===== config.mk =====
export PLATFORM = sky130hd
export DESIGN_NAME = shift_add_mult_ctrl
export DESIGN_NICKNAME = d
export VERILOG_FILES = /design/src/rtl/mult_ctrl_pkg.sv /design/src/rtl/mult_iter_cnt.sv /design/src/rtl/shift_add_mult_ctrl.sv
export SDC_FILE = /design/constraint.sdc
export NUM_CORES = 1
export LEC_CHECK = 0
export ABC_AREA = 0
export CAP_MARGIN = 15
export CORE_MARGIN = 5
export CORE_UTILIZATION = 41
export DETAILED_ROUTE_END_ITERATION = 10
export GPL_ROUTABILITY_DRIVEN = 1
export PLACE_DENSITY = 0.72
export SYNTH_ARGS = -nofsm -noshare
export SYNTH_HDL_FRONTEND = slang
export SYNTH_SLANG_ARGS = --single-unit

===== constraint.sdc =====
create_clock -name clk -period 1.5 [get_ports clk]
set_input_delay 0.225 -clock clk [delete_from_list [all_inputs] [get_ports clk]]
set_output_delay 0.225 -clock clk [all_outputs]
set_load 0.005 [all_outputs]

===== src/rtl/mult_ctrl_pkg.sv =====
// Shared types for the shift-add multiplier sequencer: FSM states, the
// registered strobe bundle and its Moore decode.
package mult_ctrl_pkg;

   localparam int MULT_N = 8;

   typedef enum logic [2:0] {
      IDLE  = 3'd0,
      LOAD  = 3'd1,
      CALC  = 3'd2,
      SHIFT = 3'd3,
      DONE  = 3'd4
   } state_t;

   typedef struct packed {
      logic ld;
      logic clr_p;
      logic calc;
      logic shift;
      logic busy;
      logic done;
   } strobes_t;

   // Decoded from the next state so the registered strobes line up with the state they belong to.
   function automatic strobes_t decode_state(input state_t s);
      strobes_t o;
      o = '0;
      case (s)
         IDLE:    o = '0;
         LOAD:    begin o.ld = 1'b1; o.clr_p = 1'b1; o.busy = 1'b1; end
         CALC:    begin o.calc = 1'b1; o.busy = 1'b1; end
         SHIFT:   begin o.shift = 1'b1; o.busy = 1'b1; end
         DONE:    o.done = 1'b1;
         default: o = '0;
      endcase
      return o;
   endfunction

endpackage


===== src/rtl/mult_iter_cnt.sv =====
// Loadable down-counter for the remaining iteration count; saturates at zero.
// Priority: clr, then load, then dec.
module mult_iter_cnt #(
   parameter int W = 4
) (
   input  logic         clk,
   input  logic         rest,
   input  logic         load,
   input  logic         dec,
   input  logic         clr,
   input  logic [W-1:0] load_val,
   output logic [W-1:0] count,
   output logic         is_one
);

   localparam logic [W-1:0] ONE  = {{(W-1){1'b0}}, 1'b1};
   localparam logic [W-1:0] ZERO = {W{1'b0}};

   logic [W-1:0] r_count;

   // Counter register.
   always_ff @(posedge clk or negedge rest) begin
      if (!rest) begin
         r_count <= ZERO;
      end else if (clr) begin
         r_count <= ZERO;
      end else if (load) begin
         r_count <= load_val;
      end else if (dec && (r_count != ZERO)) begin
         r_count <= r_count - ONE;
      end else begin
         r_count <= r_count;
      end
   end

   assign count  = r_count;
   assign is_one = (r_count == ONE);

endmodule


===== src/rtl/shift_add_mult_ctrl.sv =====
// Sequencer for an N-bit shift-add multiplier datapath (load/clear/add/shift strobes).
// Optional MULT_EARLY_TERM_EN: finish as soon as the B register reads zero in CALC.
module shift_add_mult_ctrl
   import mult_ctrl_pkg::*;
#(
   parameter int N     = MULT_N,
   parameter int CNT_W = $clog2(N + 1)
) (
   input  logic             clk,
   input  logic             rest,
   input  logic             start,
   input  logic             abort,
   input  logic             b_lsb,
   input  logic             b_zero,
   output logic             ld_a,
   output logic             ld_b,
   output logic             clr_p,
   output logic             add_en,
   output logic             shift_en,
   output logic             busy,
   output logic             done,
   output logic [CNT_W-1:0] iter
);

   state_t           r_state;
   state_t           w_next;
   strobes_t         r_str;
   logic             w_abort_act;
   logic             w_early;
   logic             w_cnt_clr;
   logic             w_cnt_load;
   logic             w_cnt_dec;
   logic             w_iter_one;
   logic [CNT_W-1:0] w_count;

   assign w_abort_act = abort && (r_state != IDLE);

   // Next-state logic; an active abort overrides every transition.
   always_comb begin
      w_next  = r_state;
      w_early = 1'b0;
      if (w_abort_act) begin
         w_next = IDLE;
      end else begin
         case (r_state)
            IDLE: begin
               if (start) w_next = LOAD;
               else       w_next = IDLE;
            end
            LOAD: w_next = CALC;
            CALC: begin
`ifdef MULT_EARLY_TERM_EN
               if (b_zero) begin
                  w_next  = DONE;
                  w_early = 1'b1;
               end else begin
                  w_next  = SHIFT;
               end
`else
               w_next = SHIFT;
`endif
            end
            SHIFT: begin
               if (w_iter_one) w_next = DONE;
               else            w_next = CALC;
            end
            DONE:    w_next = IDLE;
            default: w_next = IDLE;
         endcase
      end
   end

   // Early exit skips the remaining decrements, so the count is cleared to read 0 in DONE.
   assign w_cnt_clr  = w_abort_act || w_early;
   assign w_cnt_load = (r_state == LOAD);
   assign w_cnt_dec  = (r_state == SHIFT);

   mult_iter_cnt #(.W(CNT_W)) u_iter_cnt (
      .clk      (clk),
      .rest     (rest),
      .load     (w_cnt_load),
      .dec      (w_cnt_dec),
      .clr      (w_cnt_clr),
      .load_val (CNT_W'(N)),
      .count    (w_count),
      .is_one   (w_iter_one)
   );

   // State register and registered Moore strobes.
   always_ff @(posedge clk or negedge rest) begin
      if (!rest) begin
         r_state <= IDLE;
         r_str   <= '0;
      end else begin
         r_state <= w_next;
         r_str   <= decode_state(w_next);
      end
   end

   assign ld_a     = r_str.ld;
   assign ld_b     = r_str.ld;
   assign clr_p    = r_str.clr_p;
   assign add_en   = r_str.calc & b_lsb & ~b_zero;
   assign shift_en = r_str.shift;
   assign busy     = r_str.busy;
   assign done     = r_str.done;
   assign iter     = w_count;

endmodule


* Word-level counts from Yosys, hierarchy flattened *
Index checks and enable logic that the tools add are counted.

storage, ports and cells
  register bits after elaboration = 13
  output and inout port bits = 11

cells by class
  $add $sub $neg = 1
  equality and inequality tests = 8
  mux-type cells = 12
  bitwise logic cells = 3
  reduce and logical (&&, ||, !) cells = 7

operator list
  cell                   number
  $eq A3 B2 Y1 const B   4
  $mux W4                3
  $pmux W3 S4            1
  $eq A3 B1 Y1 const B   2
  $mux W3                2
  $reduce_bool A3 Y1     2
  $mux W1                5
  $eq A4 B1 Y1 const B   1
  $reduce_bool A4 Y1     1
  $sub A4 B1 Y4 const B  1
  $eq A3 B3 Y1 const B   1
  $logic_not A3 Y1       1
  $reduce_or A3 Y1       1
  $and A1 B1 Y1          2
  $logic_and A1 B1 Y1    2
  $mux W2                1
  $not A1 Y1             1

* Logic depth before layout (Yosys ltp) *
Gate-level depths: netlist of the first run.

  depth after elaboration = 7
  gate-level depth with buffers = 6

* Modules after synthesis *
From an unflattened synthesis of the first run, not the netlist that was laid out.

unflattened totals
  cell total of the unflattened synthesis = 67
  area, all modules = 695.7 um^2

modules (own cells, without submodules)
  module               instances  cells each  area each (um^2)
  shift_add_mult_ctrl  1          36          384.1
  mult_iter_cnt        1          31          311.5

* Worst setup path before layout of the first run *
Ideal clock, no wire load.

  path kind = reg-to-reg
  start point = register u_iter_cnt.r_count[0], in the netlist u_iter_cnt.count[0]
  end point = register u_iter_cnt.r_count[1], in the netlist u_iter_cnt.count[1]
  library setup time = 0.086 ns
  data arrival time = 1.369 ns
  data required time = 1.414 ns
  slack = 0.045 ns
  stages on the path, launching flop included = 7
  path buffers = 1
  period minus slack after synthesis = 1.455 ns
  cell sequence = dfrtp_1 > inv_1 > ha_1 > or3b_1 > buf_2 > and3_4 > nor3_1

on the way
  cells in the longest elaborated chain, start to end = 4
  elaborated cells on any way between the ends = 7

ends and longest elaborated chain
  item                      line                 text
  start: declaration        mult_iter_cnt.sv:19  logic [W-1:0] r_count;
  start signal: assignment  mult_iter_cnt.sv:28  r_count <= load_val;
  start signal: assignment  mult_iter_cnt.sv:30  r_count <= r_count - ONE;
  start signal: assignment  mult_iter_cnt.sv:32  r_count <= r_count;
  $sub A4 B1 Y4             mult_iter_cnt.sv:30
  $mux W4                   mult_iter_cnt.sv:29  end else if (dec && (r_count != ZERO)) begin
  $mux W4                   mult_iter_cnt.sv:27  end else if (load) begin
  $mux W4                   mult_iter_cnt.sv:25  end else if (clr) begin

Several ways; a longest one is shown, not always the timed one. The select of a mux whose other input is x is not followed.
A chain may end at the register's enable or synchronous reset.

* Worst setup path in the final report of the first run *
  start point = register u_iter_cnt.r_count[0], in the netlist u_iter_cnt.count[0]
  end point = output iter[0]

RTL lines
  item              line                       text
  end: declaration  shift_add_mult_ctrl.sv:22  output logic [CNT_W-1:0] iter

No word-level cell between the ends.

==> results.ini, run 1 <==
[outcome]
status=complete, no violations

[worst_setup_path]
worstPathMaxFanout=4
critical_path.startpoint=u_iter_cnt.count[0]
cp-end-kind=output pin
r2r_start=u_iter_cnt.count[0]
r2r_slack_ns=0.07
crit_chain=clkdlybuf4s50_1
critPathCapture=iter[0]
cp.depth=1
required_ns=1.27
reg2regPathDepth=4
cp_slowest_cell=clkdlybuf4s50_1
worst_ep_arrival_time_ns=1.20
cp-start-kind=register
cp_slowest_stage_delay_ns=0.52
worst_r2r_endpoint=busy
path_class=reg2out
cp_num_buf_inv=1
critical-path-top-delay-family=buffers and inverters

[route]
ant_nets=0
first_pass_iters=3
dr.first_iter.drc_count=7
wl_mm=1.18
viasPerCell=5.25
drc=0
vias=488
wl_per_cell_um=12.7

[floorplanning]
core_um2=1520
initial_utilization_pct=43.3
die_w_um=50.1
die_y_um=50.1
num_io_pins=17
die_area_um2=2510
row_count=14

[synth]
synth_warnings=0
yosysMostFrequentCell=dfrtp_1
synthesis.nets=68
synth_seq_cells=12
syn_area_um2=661
syn_inst=59
yosys_most_used_dff=dfrtp_1
netlist_top_cells_area=dfrtp_1, ha_1, a2111oi_4
synth_seq_area_share_pct=45.5
ys_types=28
async_flop_share_pct=100
synth_edf_count=0
synthDominantCellAreaShare_pct=45.5
synth_commonest_cells=dfrtp_1, nor2_1, a21oi_1
synth.avg_cell_area_um2=11.2
synth_top_cell_by_area=dfrtp_1

[power]
power_frac_comb_pct=34.6
p_sw_share_pct=29.8
p_sw_uw=311
max-vdd-ir-drop_mv=0.631
intPower_uw=733
power.density_nw_per_um2=1200
p_clk_share_pct=24.6
power.leakage_uw=0.000396
pwr-share-seq_pct=40.8

[grt]
grt.total_usage_pct=10.4
grt_pass1_vias=492
antenna_found_initial=0
grt_pass1_wl_mm=2.08
overflow=0
grt_max_degree=13

[finish]
fill_cells=140
fin_util_pct=57.1
drive_gt1_share_pct=27.3
final_nets=87
fin_area_um2=871
synthToLayoutAreaGrowth_pct=31.8
n_antenna_cell=0

[job]
maxCapViolations=0

[sta]
tightest_slew_ns=0.505
finalSetupViolCount=0
max_freq_mhz=702
layout_setup_ws_ns=0.0750
period_share_pct=95.0
slew_violations=0
finalClockSkew_ns=0.000497
post-route-min-period_ns=1.43
relSlewSlack_pct=66.2
hold_viol=0

[cts]
path_clk_slew_ns=0.07
cts_tree=built
clock_path_buffers=2
clk_latency_ns=0.27
cts_sinks=12
post_cts_buffers=0
cts_buffers=3
ctsHtreeMaxLevel=1
hold_buffers=0
cts-root-buf=clkbuf_4

[place]
io_buffers=16
place_area_um2=823
hpwl_um=863
place.gp.congestion=0.752
preCtsSetupSlack_ns=-0.0324

[hold_path]
min-delay-path-class=in2async

## state kept, by name (all words and copies together) (netlist names)
signal / cells
u_iter_cnt.count: 4
r_state: 3
busy: 1
clr_p: 1
done: 1
r_str: 1
shift_en: 1
## layer usage
metal | routed length (um) | up-vias | global-route usage (%)
li1 | - | 242 | -
met1 | 525 | 229 | 12.1
met3 | 50 | 6 | 2.96
met4 | 39 | 0 | 7.42
met2 | 566 | 11 | 16.3
met5 | 0 | - | 0
## layout make-up
class,instances,area (um2),area share (%)
Clock buffer,4,36.3,4.17
Multi-Input combinational cell,38,309,35.5
Sequential cell,12,303,34.8
Tap cell,16,20.0,2.30
Inverter,3,11.3,1.29
Timing Repair Buffer,20,191,22.0
## per-stage QoR
step / setup TNS (ns) / total power [uW] / std cells / hold WS [ns]
after floorplan: 0 / 635 / 59 / -0.0706
after global placement: -0.0188 / 762 / 89 / 0.583
after detailed placement: -0.0324 / 766 / 89 / 0.586
after CTS: 0 / 1050 / 93 / 0.304
after global routing: -0.00213 / 1110 / 93 / 0.323
final: 0 / 1040 / 93 / 0.286
## repair_timing
action                                  4_1_cts  5_1_grt
resized for setup                             2        4
endpoints found under the setup margin        2        4
endpoints found under the hold margin         0        0
## cells in the final DEF (no fill, tap or decap), drive strengths merged, types with 2 or more instances in the layout
| master | instances |
|---|---|
| nor2 | 6 |
| clkbuf | 4 |
| dfrtp | 12 |
| ha | 3 |
| clkdlybuf4s50 | 14 |
| and3 | 3 |
| a21oi | 4 |
| buf | 4 |
| nor4b | 2 |
| nor3 | 2 |
| nand2 | 2 |
| inv | 3 |
| nand3 | 2 |
## how the worst min path moves through the flow
stage	endpoint	slack, ns	cells past startpoint
global placement	clr_p	0.58	1
floorplan	busy	-0.07	0
global route	u_iter_cnt.count[1]	0.32	1
finish	busy	0.29	1
detailed placement	clr_p	0.59	1
CTS	busy	0.30	1
## power groups by stage
stage	combinational (uW)	sequential, uW	clock (uW)
6_report	362	425	257
5_1_grt	393	435	282
4_1_cts	364	421	263
3_5_place_dp	341	426	0
3_3_place_gp	337	425	0
2_1_floorplan	222	413	0
## cell families (layout without fill, tap and decap cells)
| family | count (synthesis) | after routing | share of synthesized area (%) |
|---|---|---|---|
| and+or+nand+nor | 22 | 22 | 21.6 |
| DFF | 12 | 12 | 45.5 |
| AOI/OAI and AO/OA | 11 | 11 | 15.2 |
| buffers and inverters | 9 | 27 | 8.90 |
| adders and majority gates | 3 | 3 | 5.68 |
| muxes | 2 | 2 | 3.22 |
No activity file was read; power rests on OpenSTA's default activity.
==> run 2, diff against run 1 <==
--- a/config.mk
+++ b/config.mk
@@ -11,6 +11,7 @@
 export CORE_UTILIZATION = 41
 export DETAILED_ROUTE_END_ITERATION = 10
 export GPL_ROUTABILITY_DRIVEN = 1
+export GPL_TIMING_DRIVEN = 0
 export PLACE_DENSITY = 0.72
 export SYNTH_ARGS = -nofsm -noshare
 export SYNTH_HDL_FRONTEND = slang
==> run 2 against run 1 <==
Utilization increased by 3.1 points. Cell count grew 4.3%. Sequential share of layout area fell by 1.9 points. Worst setup slack lost 0.043 ns. Fmax down 2.9%. Register-to-register slack worse by 0.04 ns. Critical path type is now reg2reg. Critical endpoint is now u_iter_cnt.count[1].
==> results.ini, run 2 (same netlist as run 1, synthesis figures left out) <==
[hold_path]
min-delay-path-class=in2async

[worst_setup_path]
cp-start-kind=register
path_class=reg2reg
required_ns=1.69
cp_slowest_stage_delay_ns=0.42
worst_ep_arrival_time_ns=1.66
cp_slowest_cell=dfrtp_1
worstPathMaxFanout=6
cp-end-kind=register
crit_chain=inv_2 > ha_1 > or3b_4 > buf_6 > and3_4 > nor3_4
critical-path-top-delay-family=simple AND/OR/NAND/NOR gates
cp_num_buf_inv=2

[floorplanning]
num_io_pins=17
die_area_um2=2510
initial_utilization_pct=43.3
row_count=14
die_w_um=50.1
core_um2=1520
die_y_um=50.1

[sta]
period_share_pct=97.9
finalClockSkew_ns=0.00571
tns_ns=0
finalSetupViolCount=0
post-route-min-period_ns=1.47
slew_violations=0
max_freq_mhz=681
tightest_slew_ns=0.509
relSlewSlack_pct=65.9
hold_viol=0
rsz0062_at_grt=true

[grt]
grt_max_degree=13
busiest_layer=met2
grtUsageMet1_pct=13.8
grt_pass1_vias=480
antenna_found_initial=0
overflow=0
grt_use_met2_pct=15.5
gr-usage-met3_pct=5.33
grt.total_usage_pct=10.7
grt_pass1_wl_mm=2.12

[finish]
final_cell_mix=clkdlybuf4s50_1, dfrtp_1, nor2_1
multi_input_area_um2=323
largest_register_ffs=4
synthToLayoutAreaGrowth_pct=39.0
final_nets=92
regArea_um2=302
fin_util_pct=60.3
drive_gt1_share_pct=34.6
final_common_cell=clkdlybuf4s50_1
fill_cells=121
fin_cells=97
n_antenna_cell=0
fin_area_um2=918

[cts]
clock_path_buffers=2
cts_buffers=3
cts_sinks=12
cts_tree=built
path_clk_slew_ns=0.07
cts-root-buf=clkbuf_4
hold_buffers=0
ctsHtreeMaxLevel=1
clk_latency_ns=0.27

[route]
ant_nets=0
wl_mm=1.19
first_pass_iters=3
dr.first_iter.drc_count=11
viasPerCell=5.05
vias=490
drc=0
wl_per_cell_um=12.3

[power]
power.density_nw_per_um2=1150
max-vdd-ir-drop_mv=0.652
power_uw=1050
power.leakage_uw=0.000434

[place]
place_inst=91
hpwl_um=827
place.gp.congestion=0.775
io_buffers=16
place_area_um2=841

[outcome]
status=complete, no violations

[job]
maxCapViolations=0

## run 2: changes by cell type in the layout (fill, tap and decap cells not counted), moves of 2 or more
| cell | delta |
|---|---|
| buf_6 | +3 |
| a21oi_1 | -2 |
| a21oi_2 | +2 |
| inv_1 | -2 |
| inv_2 | +2 |
## run 2: layout make-up
type / count / area share, %
Multi-Input combinational cell: 38 / 35.1
Sequential cell: 12 / 32.8
Timing Repair Buffer: 19 / 20.3
Buffer: 6 / 5.86
Clock buffer: 3 / 2.45
Tap cell: 16 / 2.18
Inverter: 3 / 1.23
## run 2: repair_timing
| item | 4_1_cts | 5_1_grt |
|---|---|---|
| setup endpoints to repair | 3 | 5 |
| resized for setup | 3 | 10 |
| pin swaps | 0 | 1 |
| endpoints found under the hold margin | 0 | 0 |
| setup buffers | 2 | 1 |
## run 2: routing by layer
metal	wire length [um]	vias up
li1	-	253
met1	547	228
met2	578	9
met3	62	0
met4	0	0
met5	0	-
## run 2: worst register-to-register path, cell delays in order (launching register included)
cell,delay [ns]
dfrtp_1,0.42
inv_2,0.08
ha_1,0.12
or3b_4,0.37
buf_6,0.14
and3_4,0.17
nor3_4,0.10
## run 2: path summary, 6_finish.rpt
check / cells after the start / start / to / slack (ns)
min in group clk: 2 / r_state[1] / clr_p / 0.54
worst min register to register: 2 / r_state[1] / clr_p / 0.54
max in group asynchronous: 1 / rest / u_iter_cnt.count[3] / 0.84
worst min-delay path: 1 / rest / shift_en / 0.29
worst max-delay path: 6 / u_iter_cnt.count[0] / u_iter_cnt.count[1] / 0.03
worst max register to register: 6 / u_iter_cnt.count[0] / u_iter_cnt.count[1] / 0.03
## run 2: power by group
group / total, uW / switching [uW] / internal [uW] / leakage, uW
Combinational: 451 / 184 / 267 / 0.000263
Sequential: 414 / 41.7 / 373 / 0.000157
Clock: 188 / 94.9 / 92.9 / 0.0000138
## run 2: through the flow
step	worst slack, ns	hold slack, ns
2_1_floorplan	0.0449	-0.0706
3_3_place_gp	-0.0510	0.538
3_5_place_dp	-0.0564	0.539
4_1_cts	0.00579	0.308
5_1_grt	-0.0443	0.320
6_report	0.0320	0.290
==> run 3, diff against run 2 <==
--- a/config.mk
+++ b/config.mk
@@ -13,6 +13,7 @@
 export GPL_ROUTABILITY_DRIVEN = 1
 export GPL_TIMING_DRIVEN = 0
 export PLACE_DENSITY = 0.72
+export SLEW_MARGIN = 25
 export SYNTH_ARGS = -nofsm -noshare
 export SYNTH_HDL_FRONTEND = slang
 export SYNTH_SLANG_ARGS = --single-unit
==> results of run 3 <==
Same layout as run 2: the final DEF is identical, and so are final timing and power.
